## src/rtl/fp_mac_pack_out.sv

```systemverilog
// fp_mac_pack_out: output stage of the FP16 MAC pipeline.
// Stage 1 normalizes the raw significand; stage 2 rounds to nearest-even,
// handles overflow/underflow and packs an IEEE-754 half word.
// Optional feature macro: FP_MAC_FLAGS_EN adds out_flags = {overflow, underflow, inexact}.
// The output bias (15) is implicit: a significand with its leading one at
// bit 20 and in_exponent = e packs directly to biased exponent e.
module fp_mac_pack_out (
    input  logic        clock,
    input  logic        resetn,
    input  logic        in_valid,
    output logic        in_ready,
    input  logic        in_sign,
    input  logic [6:0]  in_exponent,
    input  logic [21:0] in_significand,
    output logic        out_valid,
    input  logic        out_ready,
    output logic [15:0] out_result
`ifdef FP_MAC_FLAGS_EN
    ,
    output logic [2:0]  out_flags
`endif
);

    localparam int unsigned SIG_W  = 22;
    localparam int unsigned MAN_W  = 10;
    localparam int unsigned EXP_W  = 5;
    localparam int unsigned LEAD_W = 5;
    localparam int unsigned E_W    = 9;
    localparam int unsigned ER_W   = 10;

    // Stage 1 registers
    logic                    s1_valid_q, s1_valid_d;
    logic                    s1_sign_q,  s1_sign_d;
    logic                    s1_zero_q,  s1_zero_d;
    logic signed [E_W-1:0]   s1_exp_q,   s1_exp_d;
    logic [SIG_W-2:0]        s1_sig_q,   s1_sig_d;

    // Output registers
    logic                    out_valid_q, out_valid_d;
    logic [15:0]             out_result_q, out_result_d;

    // Handshake
    logic                    s1_adv;
    logic                    in_fire;

    // Normalizer internals
    logic [LEAD_W-1:0]       lead_p;
    logic [LEAD_W-1:0]       shamt;
    logic [SIG_W-1:0]        norm;

    // Rounder internals
    logic [MAN_W-1:0]        man_raw;
    logic                    guard;
    logic                    sticky;
    logic                    round_up;
    logic [MAN_W:0]          man_sum;
    logic signed [ER_W-1:0]  e_rnd;
    logic                    ovf;
    logic                    unf;

    // Stage 1 drains into the output register whenever that register is free or draining
    always_comb begin
        s1_adv   = s1_valid_q && (!out_valid_q || out_ready);
        in_ready = !s1_valid_q || s1_adv;
        in_fire  = in_valid && in_ready;
    end

    // Normalize: find leading one, shift it to bit 21, rebase exponent
    always_comb begin
        lead_p = '0;
        for (int i = 0; i < int'(SIG_W); i++) begin
            if (in_significand[i]) begin
                lead_p = LEAD_W'(i);
            end
        end
        shamt      = LEAD_W'(SIG_W - 1) - lead_p;
        norm       = in_significand << shamt;
        s1_sign_d  = in_sign;
        s1_zero_d  = ~norm[SIG_W-1];
        s1_sig_d   = norm[SIG_W-2:0];
        s1_exp_d   = E_W'(in_exponent) + E_W'(lead_p) - E_W'(SIG_W - 2);
        s1_valid_d = in_fire ? 1'b1 : (s1_adv ? 1'b0 : s1_valid_q);
    end

    // Stage 1 register: payload loads only on an accepted input
    always_ff @(posedge clock or negedge resetn) begin
        if (!resetn) begin
            s1_valid_q <= 1'b0;
            s1_sign_q  <= 1'b0;
            s1_zero_q  <= 1'b0;
            s1_exp_q   <= '0;
            s1_sig_q   <= '0;
        end else begin
            s1_valid_q <= s1_valid_d;
            if (in_fire) begin
                s1_sign_q <= s1_sign_d;
                s1_zero_q <= s1_zero_d;
                s1_exp_q  <= s1_exp_d;
                s1_sig_q  <= s1_sig_d;
            end
        end
    end

    // Round to nearest-even and classify the rounded exponent
    always_comb begin
        man_raw  = s1_sig_q[SIG_W-2:SIG_W-1-MAN_W];
        guard    = s1_sig_q[SIG_W-2-MAN_W];
        sticky   = |s1_sig_q[SIG_W-3-MAN_W:0];
        round_up = guard && (sticky || man_raw[0]);
        man_sum  = {1'b0, man_raw} + (MAN_W+1)'(round_up);
        e_rnd    = {s1_exp_q[E_W-1], s1_exp_q} + ER_W'(man_sum[MAN_W]);
        ovf      = !s1_zero_q && (e_rnd >= 10'sd31);
        unf      = !s1_zero_q && (e_rnd <= 10'sd0);
    end

    // Pack the half word
    always_comb begin
        out_result_d = {s1_sign_q, 15'h0000};
        if (s1_zero_q || unf) begin
            out_result_d = {s1_sign_q, 15'h0000};
        end else if (ovf) begin
            out_result_d = {s1_sign_q, 5'h1F, 10'h000};
        end else begin
            out_result_d = {s1_sign_q, e_rnd[EXP_W-1:0], man_sum[MAN_W-1:0]};
        end
        out_valid_d = s1_adv || (out_valid_q && !out_ready);
    end

    // Output register: holds while the consumer stalls
    always_ff @(posedge clock or negedge resetn) begin
        if (!resetn) begin
            out_valid_q  <= 1'b0;
            out_result_q <= '0;
        end else begin
            out_valid_q <= out_valid_d;
            if (s1_adv) begin
                out_result_q <= out_result_d;
            end
        end
    end

    assign out_valid  = out_valid_q;
    assign out_result = out_result_q;

`ifdef FP_MAC_FLAGS_EN
    logic [2:0] flags_q, flags_d;

    // Exception flags travel with the packed word
    always_comb begin
        flags_d = {ovf, unf, !s1_zero_q && (guard || sticky || ovf || unf)};
    end

    // Flag register loads alongside out_result
    always_ff @(posedge clock or negedge resetn) begin
        if (!resetn) begin
            flags_q <= '0;
        end else if (s1_adv) begin
            flags_q <= flags_d;
        end
    end

    assign out_flags = flags_q;
`endif

endmodule
```

## config.mk

```make
export PLATFORM = sky130hd
export DESIGN_NAME = fp_mac_pack_out
export DESIGN_NICKNAME = d
export VERILOG_FILES = /design/src/rtl/fp_mac_pack_out.sv
export SDC_FILE = /design/constraint.sdc
export NUM_CORES = 1
export LEC_CHECK = 0
export BUFFER_PORTS_ARGS = -buffer_cell sky130_fd_sc_hd__buf_2
export CAP_MARGIN = 5
export CORE_UTILIZATION = 35
export CTS_BUF_LIST = sky130_fd_sc_hd__clkbuf_4 sky130_fd_sc_hd__clkbuf_8
export DETAILED_ROUTE_END_ITERATION = 8
export PLACE_DENSITY = 0.59
export RECOVER_POWER = 100
export SKIP_CTS_REPAIR_TIMING = 1
export SLEW_MARGIN = 20
export SYNTH_ARGS = -nofsm -noshare
export SYNTH_HDL_FRONTEND = slang
export SYNTH_SLANG_ARGS = --single-unit
```

## constraint.sdc

```tcl
create_clock -name clock -period 4.9 [get_ports clock]
set_input_delay 0.735 -clock clock [delete_from_list [all_inputs] [get_ports clock]]
set_output_delay 0.735 -clock clock [all_outputs]
set_load 0.005 [all_outputs]
```

==> qor.csv <==
metric;value;unit
first-pass GRT wire length;16.13;mm
maxcap violations;1;
Synth Register Bits;50;
Setup TNS;0;ns
cell area after synthesis;3876;um2
Async SR Flop Fraction;100.0;%
Post-DRT Antenna Nets;0;
DRT Pass-1 Iters;5;
Final setup viols;0;
Clock Latency Late Sink;0.30;ns
drc violations;0;
Critical-path top delay cell;o31a_1;
Placed Instances;635;
leading post-synthesis cells by cell area;dfrtp_1 (32%), nand2_1 (7.0%), ha_1 (5.5%);
CP Max Fanout;26;
synthesized area per cell;8.482;um2
Worst slew margin;-75.21;%
Tcrit/Tclk final;83.61;%
Initial Utilization;35.91;%
actual transition at the worst max-transition pin;2.628;ns
Hold WS;0.4681;ns
port bufs;51;
CP delay by family, top;compound AO/OA/AOI/OAI gates;
n_diodes;0;
min-delay src;out_result[11];
vias per cell;5.507;
Power Density;290.7;nW/um2
vias in the first global route;3311;
Core Box Area;10790;um2
Leak Pwr;1.962;nW
layout cell share with drive strength beyond 1;13.92;%
CTS tree;done;
Synthesis Warnings;0;
Root Driver;clkbuf_8;
Max IR drop VDD;0.1297;mV
Crit path buffers/inverters;3;
clk slew on worst S/H paths;0.09;ns
hpwl dp;7.693;mm
cell accounting for the most synthesized area;dfrtp_1;
crit path time final;4.097;ns
Ports;52;
outcome;complete, but fails checks;
Max clock buf depth;2;
chip width;107.2;um
Seq/Total Area, Yosys;32.28;%
reg2reg start;s1_sig_q[10];
most frequent cell after synthesis;nand2_1;
gr ovfl total;0;
clock skew;0.007152;ns
critical setup path kind;input pin to flop;
Top FF cell, synth;dfrtp_1;
die area;11500;um2
DRT Wirelength;9.719;mm
CP Cell Sequence;clkbuf_1, nor2_1, o31a_1, nand2_1, clkinvlp_2, ha_1, clkbuf_2, o211a_1, a211oi_1, mux2i_1, a22o_1;
WP data required;5.09;ns
Sink Count;50;
Fin. Hold Viols;0;
Cells after Synth;457;
fin. max-slew vios;51;
top cells by count, synth;nand2_1 (72), dfrtp_1 (50), nor2_1 (37), o21ai_0 (37);
DR vias;3541;
drt wl/cell;15.12;um
Chip Height;107.2;um
number of enable-type register cells in the synthesized netlist;0;
Finished Layout Cells;643;
Yosys top cell area share;32.28;%
slowest stage delay, CP;0.58;ns
gp weighted congestion;0.8695;
global-route usage over all layers;17.53;%
CTS Buf Count;5;
Worst Setup SP;in_significand[17];
CP Launch Type;input pin;
Starting DRT DRC Count;197;
RSZ-0062 raised after global routing;false;
largest net degree at the start of global routing;51;
Rows;38;
failing checks;capacitance limit, slew limit;
Synthesized Nets;509;
unique cell type count in the Yosys netlist;66;
Area Growth Syn to Fin;11.68;%
HP Class;flop to flop;
initial antenna violation count;0;
CP arrival;4.29;ns
CTS H-tree lvls;2;
nets@finish;554;
crit path capture type;flop;
max frequency;244.1;MHz
-- where the power goes --
part / internal [mW] / total [mW] / switching [mW] / leakage [nW]
Sequential: 0.493 / 0.559 / 0.0655 / 0.626
Clock: 0.164 / 0.293 / 0.129 / 0.0593
Combinational: 0.174 / 0.407 / 0.233 / 1.28
Total: 0.831 / 1.26 / 0.427 / 1.96
-- state kept, by name, indices dropped and copies added (netlist names) --
signal      count
s1_sig_q       21
s1_valid_q      1
s1_zero_q       1
s1_exp_q        9
s1_sign_q       1
out_valid       1
out_result     16
-- final cells by class --
cell class / count / area [um2]
clock buffer: 7 / 83.83
clock inverter: 1 / 30.03
fill: 1126 / 6464
inverter: 19 / 77.57
multi-input combinational: 371 / 2446
sequential: 50 / 1251
tap: 140 / 175.2
timing repair buffer: 55 / 265.3
-- metal layers --
layer	part of all wire (%)	global-route usage (%)	vias up	routed length (um)
li1	-	-	1768	-
met2	44	27.88	111	4302
met3	5.2	2.188	13	501
met4	1.1	4.697	0	105
met1	49	24.97	1649	4810
met5	0	0	-	0
-- through the flow --
step | power [mW] | instance area, um2 | utilization [%] | setup slack (ns)
6_report | 1.259 | 4329 | 40.11 | 0.8029
3_5_place_dp | 0.9797 | 4244 | 39.32 | 0.8528
5_1_grt | 1.349 | 4329 | 40.11 | 0.4375
4_1_cts | 1.274 | 4358 | 40.38 | 1.176
2_1_floorplan | 0.8352 | 3876 | - | 1.456
3_3_place_gp | 0.9717 | 4244 | 39.32 | 0.9558
-- cell usage in the layout, fill, tap and decap left out, types with 5 or more instances in the layout --
cell and n:
a31oi_1 7, nand2_1 73, buf_2 42, o31ai_1 5, a32oi_1 6, ha_1 17, a21oi_1 18, xor2_1 7
and3_1 11, nand2b_1 7, a21o_1 8, inv_1 16, a22oi_1 6, o21ai_0 37, nor3_1 10, dfrtp_1 50
clkbuf_8 5, nor4_1 6, nand3_1 18, xnor2_1 12, clkbuf_1 10, mux2i_1 18, nor2_1 37
-- cell families after synthesis --
family | after synthesis | share of synthesized area [%]
flops | 50 | 32.28
compound gates | 126 | 22.14
simple gates | 182 | 22.34
buf+inv | 36 | 4.422
mux | 26 | 8.522
xor+xnor | 19 | 4.293
fa+ha+maj | 18 | 6.004
-- tightest hold or removal path, stage by stage, from the launching register on --
cell	delay (ns)
dfrtp_1	0.34
nand2_1	0.05
nand2_1	0.05
-- path summary, 6_finish.rpt --
path	to	cells past startpoint	slack [ns]
min in group asynchronous	out_result[14]	2	1.36
max in group asynchronous	s1_sig_q[1]	2	2.07
worst min-delay path	out_result[11]	2	0.47
worst min register to register	out_result[11]	2	0.47
worst max register to register	out_result[4]	15	1.41
worst max-delay path	s1_sig_q[13]	11	0.80
No activity file was read; power rests on OpenSTA's default activity.
